===== config.mk =====
export PLATFORM = sky130hd
export DESIGN_NAME = pc_branch_ctrl
export DESIGN_NICKNAME = d
export VERILOG_FILES = /design/src/rtl/pipe_pkg.sv /design/src/rtl/pc_next_sel.sv /design/src/rtl/pc_branch_ctrl.sv
export SDC_FILE = /design/constraint.sdc
export NUM_CORES = 1
export LEC_CHECK = 0
export BUFFER_PORTS_ARGS = -buffer_cell sky130_fd_sc_hd__buf_2
export CORE_MARGIN = 3
export CORE_UTILIZATION = 45
export DETAILED_ROUTE_END_ITERATION = 10
export HOLD_SLACK_MARGIN = 0.03
export MAX_ROUTING_LAYER = met4
export PLACE_DENSITY_LB_ADDON = 0.08
export SYNTH_ARGS = -nofsm -noshare
export SYNTH_HDL_FRONTEND = slang
export SYNTH_SLANG_ARGS = --single-unit
export TNS_END_PERCENT = 20

===== constraint.sdc =====
create_clock -name clk -period 6.4 [get_ports clk]
set_input_delay 0.32 -clock clk [delete_from_list [all_inputs] [get_ports clk]]
set_output_delay 0.32 -clock clk [all_outputs]
set_load 0.02 [all_outputs]

===== src/rtl/pipe_pkg.sv =====
// rtl/pipe_pkg.sv - shared types and constants for PC sequencing
package pipe_pkg;

    typedef enum logic {
        RUN  = 1'b0,
        TRAP = 1'b1
    } state_e;

    typedef enum logic [1:0] {
        SEL_SEQ  = 2'd0,
        SEL_BR   = 2'd1,
        SEL_JMP  = 2'd2,
        SEL_HOLD = 2'd3
    } pc_sel_e;

    localparam logic [31:0] DEFAULT_RESET_PC = 32'h0000_0000;
    localparam int          PC_INC           = 4;

endpackage


===== src/rtl/pc_next_sel.sv =====
// rtl/pc_next_sel.sv - priority selector for the next fetch address and pipeline controls
module pc_next_sel
    import pipe_pkg::*;
#(
    parameter int ADDR_W = 32
) (
    input  logic              stall,
    input  logic              branchEx,
    input  logic              zeroEx,
    input  logic [ADDR_W-1:0] branchTarget,
    input  logic              jumpId,
    input  logic [ADDR_W-1:0] jumpTarget,
    output pc_sel_e           sel,
    output logic              ifIdWrite,
    output logic              ifIdFlush,
    output logic              idExFlush,
    output logic              misalign
);

    logic takenBr;

    assign takenBr = branchEx & zeroEx;

    // A resolved branch in EX outranks everything younger: the jump in ID is wrong-path.
    always_comb begin
        sel       = SEL_SEQ;
        ifIdWrite = 1'b1;
        ifIdFlush = 1'b0;
        idExFlush = 1'b0;
        misalign  = 1'b0;
        if (takenBr) begin
            sel       = SEL_BR;
            ifIdFlush = 1'b1;
            idExFlush = 1'b1;
            misalign  = (branchTarget[1:0] != 2'b00);
        end else if (jumpId && !stall) begin
            sel       = SEL_JMP;
            ifIdFlush = 1'b1;
            misalign  = (jumpTarget[1:0] != 2'b00);
        end else if (stall) begin
            sel       = SEL_HOLD;
            ifIdWrite = 1'b0;
            idExFlush = 1'b1;
        end
    end

endmodule


===== src/rtl/pc_branch_ctrl.sv =====
// rtl/pc_branch_ctrl.sv - program counter, redirect FSM, misalign trap and taken-redirect counter
module pc_branch_ctrl
    import pipe_pkg::*;
#(
    parameter int                 ADDR_W   = 32,
    parameter logic [ADDR_W-1:0]  RESET_PC = ADDR_W'(DEFAULT_RESET_PC),
    parameter int                 CNT_W    = 16
) (
    input  logic              clk,
    input  logic              reset,
    input  logic              stall_i,
    input  logic              branch_ex_i,
    input  logic              zero_ex_i,
    input  logic [ADDR_W-1:0] branch_target_ex_i,
    input  logic              jump_id_i,
    input  logic [ADDR_W-1:0] jump_target_id_i,
    output logic [ADDR_W-1:0] pc_o,
    output logic [ADDR_W-1:0] pc_plus4_o,
    output logic              fetch_valid_o,
    output logic              if_id_write_o,
    output logic              if_id_flush_o,
    output logic              id_ex_flush_o,
    output logic              trap_o,
    output logic [ADDR_W-1:0] trap_pc_o,
    output logic [CNT_W-1:0]  taken_cnt_o
);

    state_e            state, stateNext;
    pc_sel_e           sel;
    logic [ADDR_W-1:0] pc, pcPlus4, nextPc, redirectTarget, trapPc;
    logic [CNT_W-1:0]  takenCnt;
    logic              trapFlag;
    logic              selWrite, selIfIdFlush, selIdExFlush, misalign;
    logic              loadPc, redirectTaken, goTrap;

    pc_next_sel #(.ADDR_W(ADDR_W)) u_sel (
        .stall        (stall_i),
        .branchEx     (branch_ex_i),
        .zeroEx       (zero_ex_i),
        .branchTarget (branch_target_ex_i),
        .jumpId       (jump_id_i),
        .jumpTarget   (jump_target_id_i),
        .sel          (sel),
        .ifIdWrite    (selWrite),
        .ifIdFlush    (selIfIdFlush),
        .idExFlush    (selIdExFlush),
        .misalign     (misalign)
    );

    assign pcPlus4        = pc + ADDR_W'(PC_INC);
    assign redirectTarget = (sel == SEL_BR) ? branch_target_ex_i : jump_target_id_i;

    always_comb begin
        case (sel)
            SEL_BR:   nextPc = branch_target_ex_i;
            SEL_JMP:  nextPc = jump_target_id_i;
            SEL_HOLD: nextPc = pc;
            default:  nextPc = pcPlus4;
        endcase
    end

    always_ff @(posedge clk or posedge reset) begin
        if (reset) state <= RUN;
        else       state <= stateNext;
    end

    always_comb begin
        stateNext     = state;
        loadPc        = 1'b0;
        redirectTaken = 1'b0;
        goTrap        = 1'b0;
        fetch_valid_o = 1'b1;
        if_id_write_o = 1'b1;
        if_id_flush_o = 1'b0;
        id_ex_flush_o = 1'b0;
        case (state)
            RUN: begin
                if_id_write_o = selWrite;
                if_id_flush_o = selIfIdFlush;
                id_ex_flush_o = selIdExFlush;
                redirectTaken = (sel == SEL_BR) || (sel == SEL_JMP);
                if (redirectTaken && misalign) begin
                    stateNext = TRAP;
                    goTrap    = 1'b1;
                end else begin
                    loadPc = (sel != SEL_HOLD);
                end
            end
            default: begin
                fetch_valid_o = 1'b0;
                if_id_write_o = 1'b0;
                if_id_flush_o = 1'b1;
                id_ex_flush_o = 1'b1;
            end
        endcase
        // Controls must look idle while reset holds the pipeline.
        if (reset) begin
            if_id_write_o = 1'b1;
            if_id_flush_o = 1'b0;
            id_ex_flush_o = 1'b0;
            fetch_valid_o = 1'b1;
        end
    end

    always_ff @(posedge clk or posedge reset) begin
        if (reset) begin
            pc       <= RESET_PC;
            trapFlag <= 1'b0;
            trapPc   <= '0;
            takenCnt <= '0;
        end else begin
            if (loadPc)
                pc <= nextPc;
            if (goTrap) begin
                trapFlag <= 1'b1;
                trapPc   <= redirectTarget;
            end
            if (redirectTaken && (takenCnt != '1))
                takenCnt <= takenCnt + CNT_W'(1);
        end
    end

    assign pc_o        = pc;
    assign pc_plus4_o  = pcPlus4;
    assign trap_o      = trapFlag;
    assign trap_pc_o   = trapPc;
    assign taken_cnt_o = takenCnt;

endmodule

# Word level (Yosys, flattened, before mapping)
# Cells that the tools add are included.
dict set report word_totals {
  ff_bits 82
  input_bits 70
  output_inout_bits 117
  wordCells 51
}
dict set report op_classes {
  n_addsub 2
  eq_ne 5
  n_mux 29
  bitwise 2
  reduce_logical 8
}
# operator count
set ops {}
lappend ops {{one-hot mux 32 bit (3 select lines)} 1}
lappend ops {{adder 32 x 3 -> 32 bit, second input constant} 1}
lappend ops {{2-to-1 mux 32 bit} 1}
lappend ops {{2-to-1 mux 1 bit} 24}
lappend ops {{adder 16 x 1 -> 16 bit, second input constant} 1}
lappend ops {{!= test 16 bit, second input constant} 1}
lappend ops {{2-to-1 mux 2 bit} 3}
lappend ops {{equality test 2 bit, second input constant} 2}
lappend ops {{nonzero test 2 bit} 2}
lappend ops {{logical AND 1 bit} 3}
lappend ops {{equality test 2 x 1 -> 1 bit, second input constant} 1}
lappend ops {{!= test 2 bit, second input constant} 1}
lappend ops {{AND reduction 2 bit} 1}
lappend ops {{bitwise AND 1 bit} 1}
lappend ops {{logical NOT 1 bit} 1}
lappend ops {{logical OR 1 bit} 1}
lappend ops {{NOT 1 bit} 1}

# Logic depth before layout (Yosys ltp)
dict set report depth {
  word_depth 10
  depth_mapped 12
  ltp_nobuf 9
}

# By module
# A second synthesis with hierarchy kept.
dict set report hier_totals {
  hier_cells 547
  hier_area_um2 4993.5
}
# module instances cells_per_inst area_each_um2 seq_area_each_um2
set by_module_without_submodules {}
lappend by_module_without_submodules {pc_branch_ctrl 1 537 4922.2 2052.0}
lappend by_module_without_submodules {pc_next_sel 1 10 71.3 0.0}

# Worst setup path after synthesis
# OpenSTA, ideal clock, no wires.
dict set report synth_timing {
  path_type {input -> output}
  start {in reset}
  end {out if_id_write_o}
  arrival_ns 2.571
  required_ns 6.080
  path_slack_ns 3.509
  path_stages 2
  path_buffers 0
  cell_sequence {inv_1 > nand2_1}
}
dict set report synth_via {
  elab_chain_len 1
}
# element line_no
set synth_rtl {}
lappend synth_rtl {{start, declared} pc_branch_ctrl.sv:10} ;# input logic reset,
lappend synth_rtl {{2-to-1 mux 1 bit} pc_branch_ctrl.sv:97} ;# if (reset) begin
lappend synth_rtl {{end, declared} pc_branch_ctrl.sv:20} ;# output logic if_id_write_o,
# No other way between the ends.

# Worst setup path in the final report
dict set report layout_timing {
  start {in branch_ex_i}
  end {reg pc[12], in the netlist pc_o[12]}
}
dict set report layout_via {
  elab_chain_len 8
  word_cells_on_any_way 14
  classes_between {eq/ne: 4; mux: 5; bitwise: 2; reduce/logical: 3}
}
# element line_no
set layout_rtl {}
lappend layout_rtl {{start, declared} pc_branch_ctrl.sv:12} ;# input logic branch_ex_i,
lappend layout_rtl {{bitwise AND 1 bit (*)} pc_next_sel.sv:22} ;# assign takenBr = branchEx & zeroEx;
lappend layout_rtl {{2-to-1 mux 2 bit} pc_next_sel.sv:31} ;# if (takenBr) begin
lappend layout_rtl {{equality test 2 x 1 -> 1 bit or equality test 2 bit (tied branches)} {pc_branch_ctrl.sv:54, pc_branch_ctrl.sv:81}}
lappend layout_rtl {{logical OR 1 bit} pc_branch_ctrl.sv:81} ;# redirectTaken = (sel == SEL_BR) || (sel == SEL_JMP);
lappend layout_rtl {{logical AND 1 bit} pc_branch_ctrl.sv:82} ;# if (redirectTaken && misalign) begin
lappend layout_rtl {{2-to-1 mux 1 bit} pc_branch_ctrl.sv:82}
lappend layout_rtl {{2-to-1 mux 1 bit} pc_branch_ctrl.sv:76} ;# case (state)
lappend layout_rtl {{AND reduction 2 bit (no line)} --}
lappend layout_rtl {{end signal, assigned} pc_branch_ctrl.sv:113} ;# pc <= nextPc;
lappend layout_rtl {{end, declared} pc_branch_ctrl.sv:30} ;# logic [ADDR_W-1:0] pc, pcPlus4, nextPc, redirectTarget, trapPc;
# Mark *: on every way between the ends. The rest lies on a longest branch, timed or not.
# A chain may end at the register's enable or synchronous reset.

==> results.yml <==
run:
  max_cap_viol_count: 0
global_routing:
  grt_pass1_vias: 4558
  grt_overflow: 0
  grt_use_total_pct: 26.5
  grt_max_degree: 66
  antenna_found_initial: 0
  grt_pass1_wl_mm: 25.6
synthesis:
  syn-num-nets: 619
  ys_ff_latch: 82
  netlist_instances: 545
  yosys_warnings: 0
  yosysSeqAreaShare_pct: 41.5
  synth_async_sr_flop_share_pct: 100
  ys_types: 56
  synth_area_mm2: 0.00495
  syn_area_per_cell_um2: 9.08
  synthFlopType: "dfrtp_1"
  synth-edff-count: 0
power_and_ir_drop:
  p_seq_share_pct: 39.3
  power_frac_comb_pct: 41.2
  switching_share_pct: 44.6
  pwr-share-clk_pct: 19.4
  power.leakage_nw: 2.99
  intPower_mw: 1.21
  peakVddDrop_uv: 309
  power_switching_mw: 0.977
  p_per_area_mw_per_mm2: 357
  p_total_mw: 2.19
clock_tree:
  cts_setup_buffers: 0
  numCtsBuffers: 9
  cts.clk_slew.worst_paths_ns: 0.09
  h-tree-depth: 3
  post_cts_resized: 0
  clk_latency_ns: 0.36
  cts_tree: "built"
  clock-sinks: 82
  root_buffer: "clkbuf_8"
  clk_path_buf_depth: 2
  holdBufCountCts: 1
placement:
  placed_area_mm2: 0.00590
  hpwl_mm: 12.1
  io_buffers: 186
  gp_congestion: 0.956
timing:
  slew_viol_final: 0
  hold_viol: 0
  maxSlewHeadroom_pct: 24.4
  worst_pin_slew_ns: 1.13
  finClkSkew_ns: 0.00835
  finalSetupViolCount: 0
  fin_crit_ns: 3.45
  rsz0062_at_grt: "no"
  fin_hold_ws_ns: 0.268
  setup_tns_ns: 0
  fmax_mhz: 290
  period_share_pct: 53.9
drt:
  vias: 4918
  postRouteWirelength_mm: 16.1
  wire_per_inst_um: 19.0
  routed.top_layer: "met4"
  drt_iter0_markers: 499
  wl_met3_mm: 1.29
  met1Wirelength_mm: 7.36
  ant_nets: 0
  post-route-drc-count: 0
  viasPerCell: 5.81
  wl_met2_mm: 7.17
  drtPass1Iterations: 5
worst_setup_path:
  critical_path.max_stage_delay_ns: 0.75
  startpoint_type: "primary input"
  cp.arrival_ns: 3.69
  worstSetupPathType: "primary input to flip-flop"
  required_ns: 6.64
  endpoint_kind: "flip-flop"
  cp_max_fo: 62
  crit_path_cell_trace: "buf_2 > and2_2 > buf_4 > nor2_1 > ha_1 > buf_4 > nand2b_1 > o32ai_2 > or3_1 > nor2_1 > a2111o_1"
  cp_slowest_cell: "or3_1"
layout:
  drive_gt1_share_pct: 30.5
  syn_to_final_growth_pct: 23.9
  fillers: 1009
  fin_nets: 780
  n_antenna_cell: 0
  fin_area_mm2: 0.00613
floorplan:
  fp.dieH_um: 111
  io_pins: 187
  die_x_um: 111
  start_util_pct: 47.1
  std_cell_rows: 37
  coreArea_mm2: 0.0105
  dieArea_mm2: 0.0123
worst_hold_path:
  min_path_type: "primary input to flip-flop"
run_status:
  outcome: "finished clean"
[area by class of cell]
type	instances	area (µm²)	share of cell area, %
Timing Repair Buffer	190	963	15.7
Inverter	9	35.0	0.571
Multi-Input combinational cell	414	2690	43.9
Clock inverter	6	90.1	1.47
Tap cell	136	170	2.78
Clock buffer	10	128	2.08
Sequential cell	82	2050	33.5
[critical path: cells and delay by family]
family | cells | cell delay (ns)
compound gates | 2 | 0.74
fa+ha+maj | 1 | 0.31
buf+inv | 3 | 0.92
simple gates | 5 | 1.37
[path summary, 6_finish.rpt]
check,from,end,cells after the start,slack (ns)
worst max-delay path,branch_ex_i,pc_o[12],11,2.95
worst min-delay path,jump_target_id_i[12],trap_pc_o[12],3,0.27
worst max register to register,pc_o[2],pc_o[30],6,3.72
worst min register to register,trap_o,trap_o,1,0.47
max in group asynchronous,reset,trap_pc_o[4],4,4.77
min in group asynchronous,reset,taken_cnt_o[11],3,0.56
[metal layers]
metal,vias up,track usage [%]
met1,2342,38.7
met2,244,38.4
li1,2311,-
met3,21,4.04
met4,0,7.39
met5,-,-
[logic make-up after synthesis]
family                   after synthesis  synth area share (%)
adder cells (fa/ha/maj)                4                  1.01
AO/OA/AOI/OAI                        126                  17.4
flip-flops                            82                  41.5
XOR/XNOR                              43                  7.61
multiplexers                          37                  7.51
AND/OR/NAND/NOR                      204                  20.8
buffers and inverters                 49                  4.20
[stage by stage]
stage	setup slack [ns]	instances	util (%)
6_report	2.95	847	58.3
5_1_grt	2.73	847	58.3
4_1_cts	3.00	847	58.3
3_5_place_dp	2.62	830	56.2
3_3_place_gp	2.69	830	56.2
2_1_floorplan	3.51	545	-
[power groups by stage]
stage / sequential, mW / combinational [mW] / clock (mW)
finish: 0.862 / 0.904 / 0.426
global route: 0.890 / 0.978 / 0.456
CTS: 0.858 / 0.911 / 0.430
detailed placement: 0.866 / 0.908 / 0
global placement: 0.860 / 0.893 / 0
floorplan: 1.02 / 0.388 / 0
[Yosys cell counts (4+ instances only)]
cell type,count,share of area [%]
a211o_1,6,1.1
a21oi_1,13,1.3
a221oi_1,13,2.3
a22o_1,5,0.88
a22oi_1,13,2.0
and3_1,9,1.1
and4_1,9,1.6
buf_2,9,0.91
clkbuf_1,25,1.9
dfrtp_1,82,41
ha_1,4,1.0
inv_1,9,0.68
mux2i_1,36,7.3
nand2_1,65,4.9
nand2b_1,5,0.63
nand3_1,21,2.1
nand4_1,13,1.6
nor2_1,40,3.0
nor3_1,16,1.6
nor4_1,4,0.51
o21ai_0,43,4.3
o31ai_1,5,0.76
or4_1,4,0.61
xnor2_1,25,4.4
xor2_1,18,3.2
[sequential cells by signal, indices dropped and copies added, names as in the netlist]
name	cells
pc_o	32
trap_pc_o	32
taken_cnt_o	16
state	1
trap_o	1
[layout by cell type (no fill, tap or decap), drive strengths merged, types with 4 or more instances in the layout]
master	Yosys	routed
a22o	5	5
ha	4	4
mux2i	36	36
and3	9	9
nand2b	5	5
nor3	19	19
o21ai	44	44
a221oi	13	13
nor4	4	4
xnor2	25	25
clkbuf	26	10
buf	14	189
a21oi	13	13
or4	4	4
inv	9	9
nand2	65	65
o31ai	5	5
nand3	21	21
and4	9	9
nor2	40	40
nand4	14	14
a22oi	13	13
xor2	18	18
a211o	6	6
dfrtp	82	82
Power figures use the tool's default switching activity.
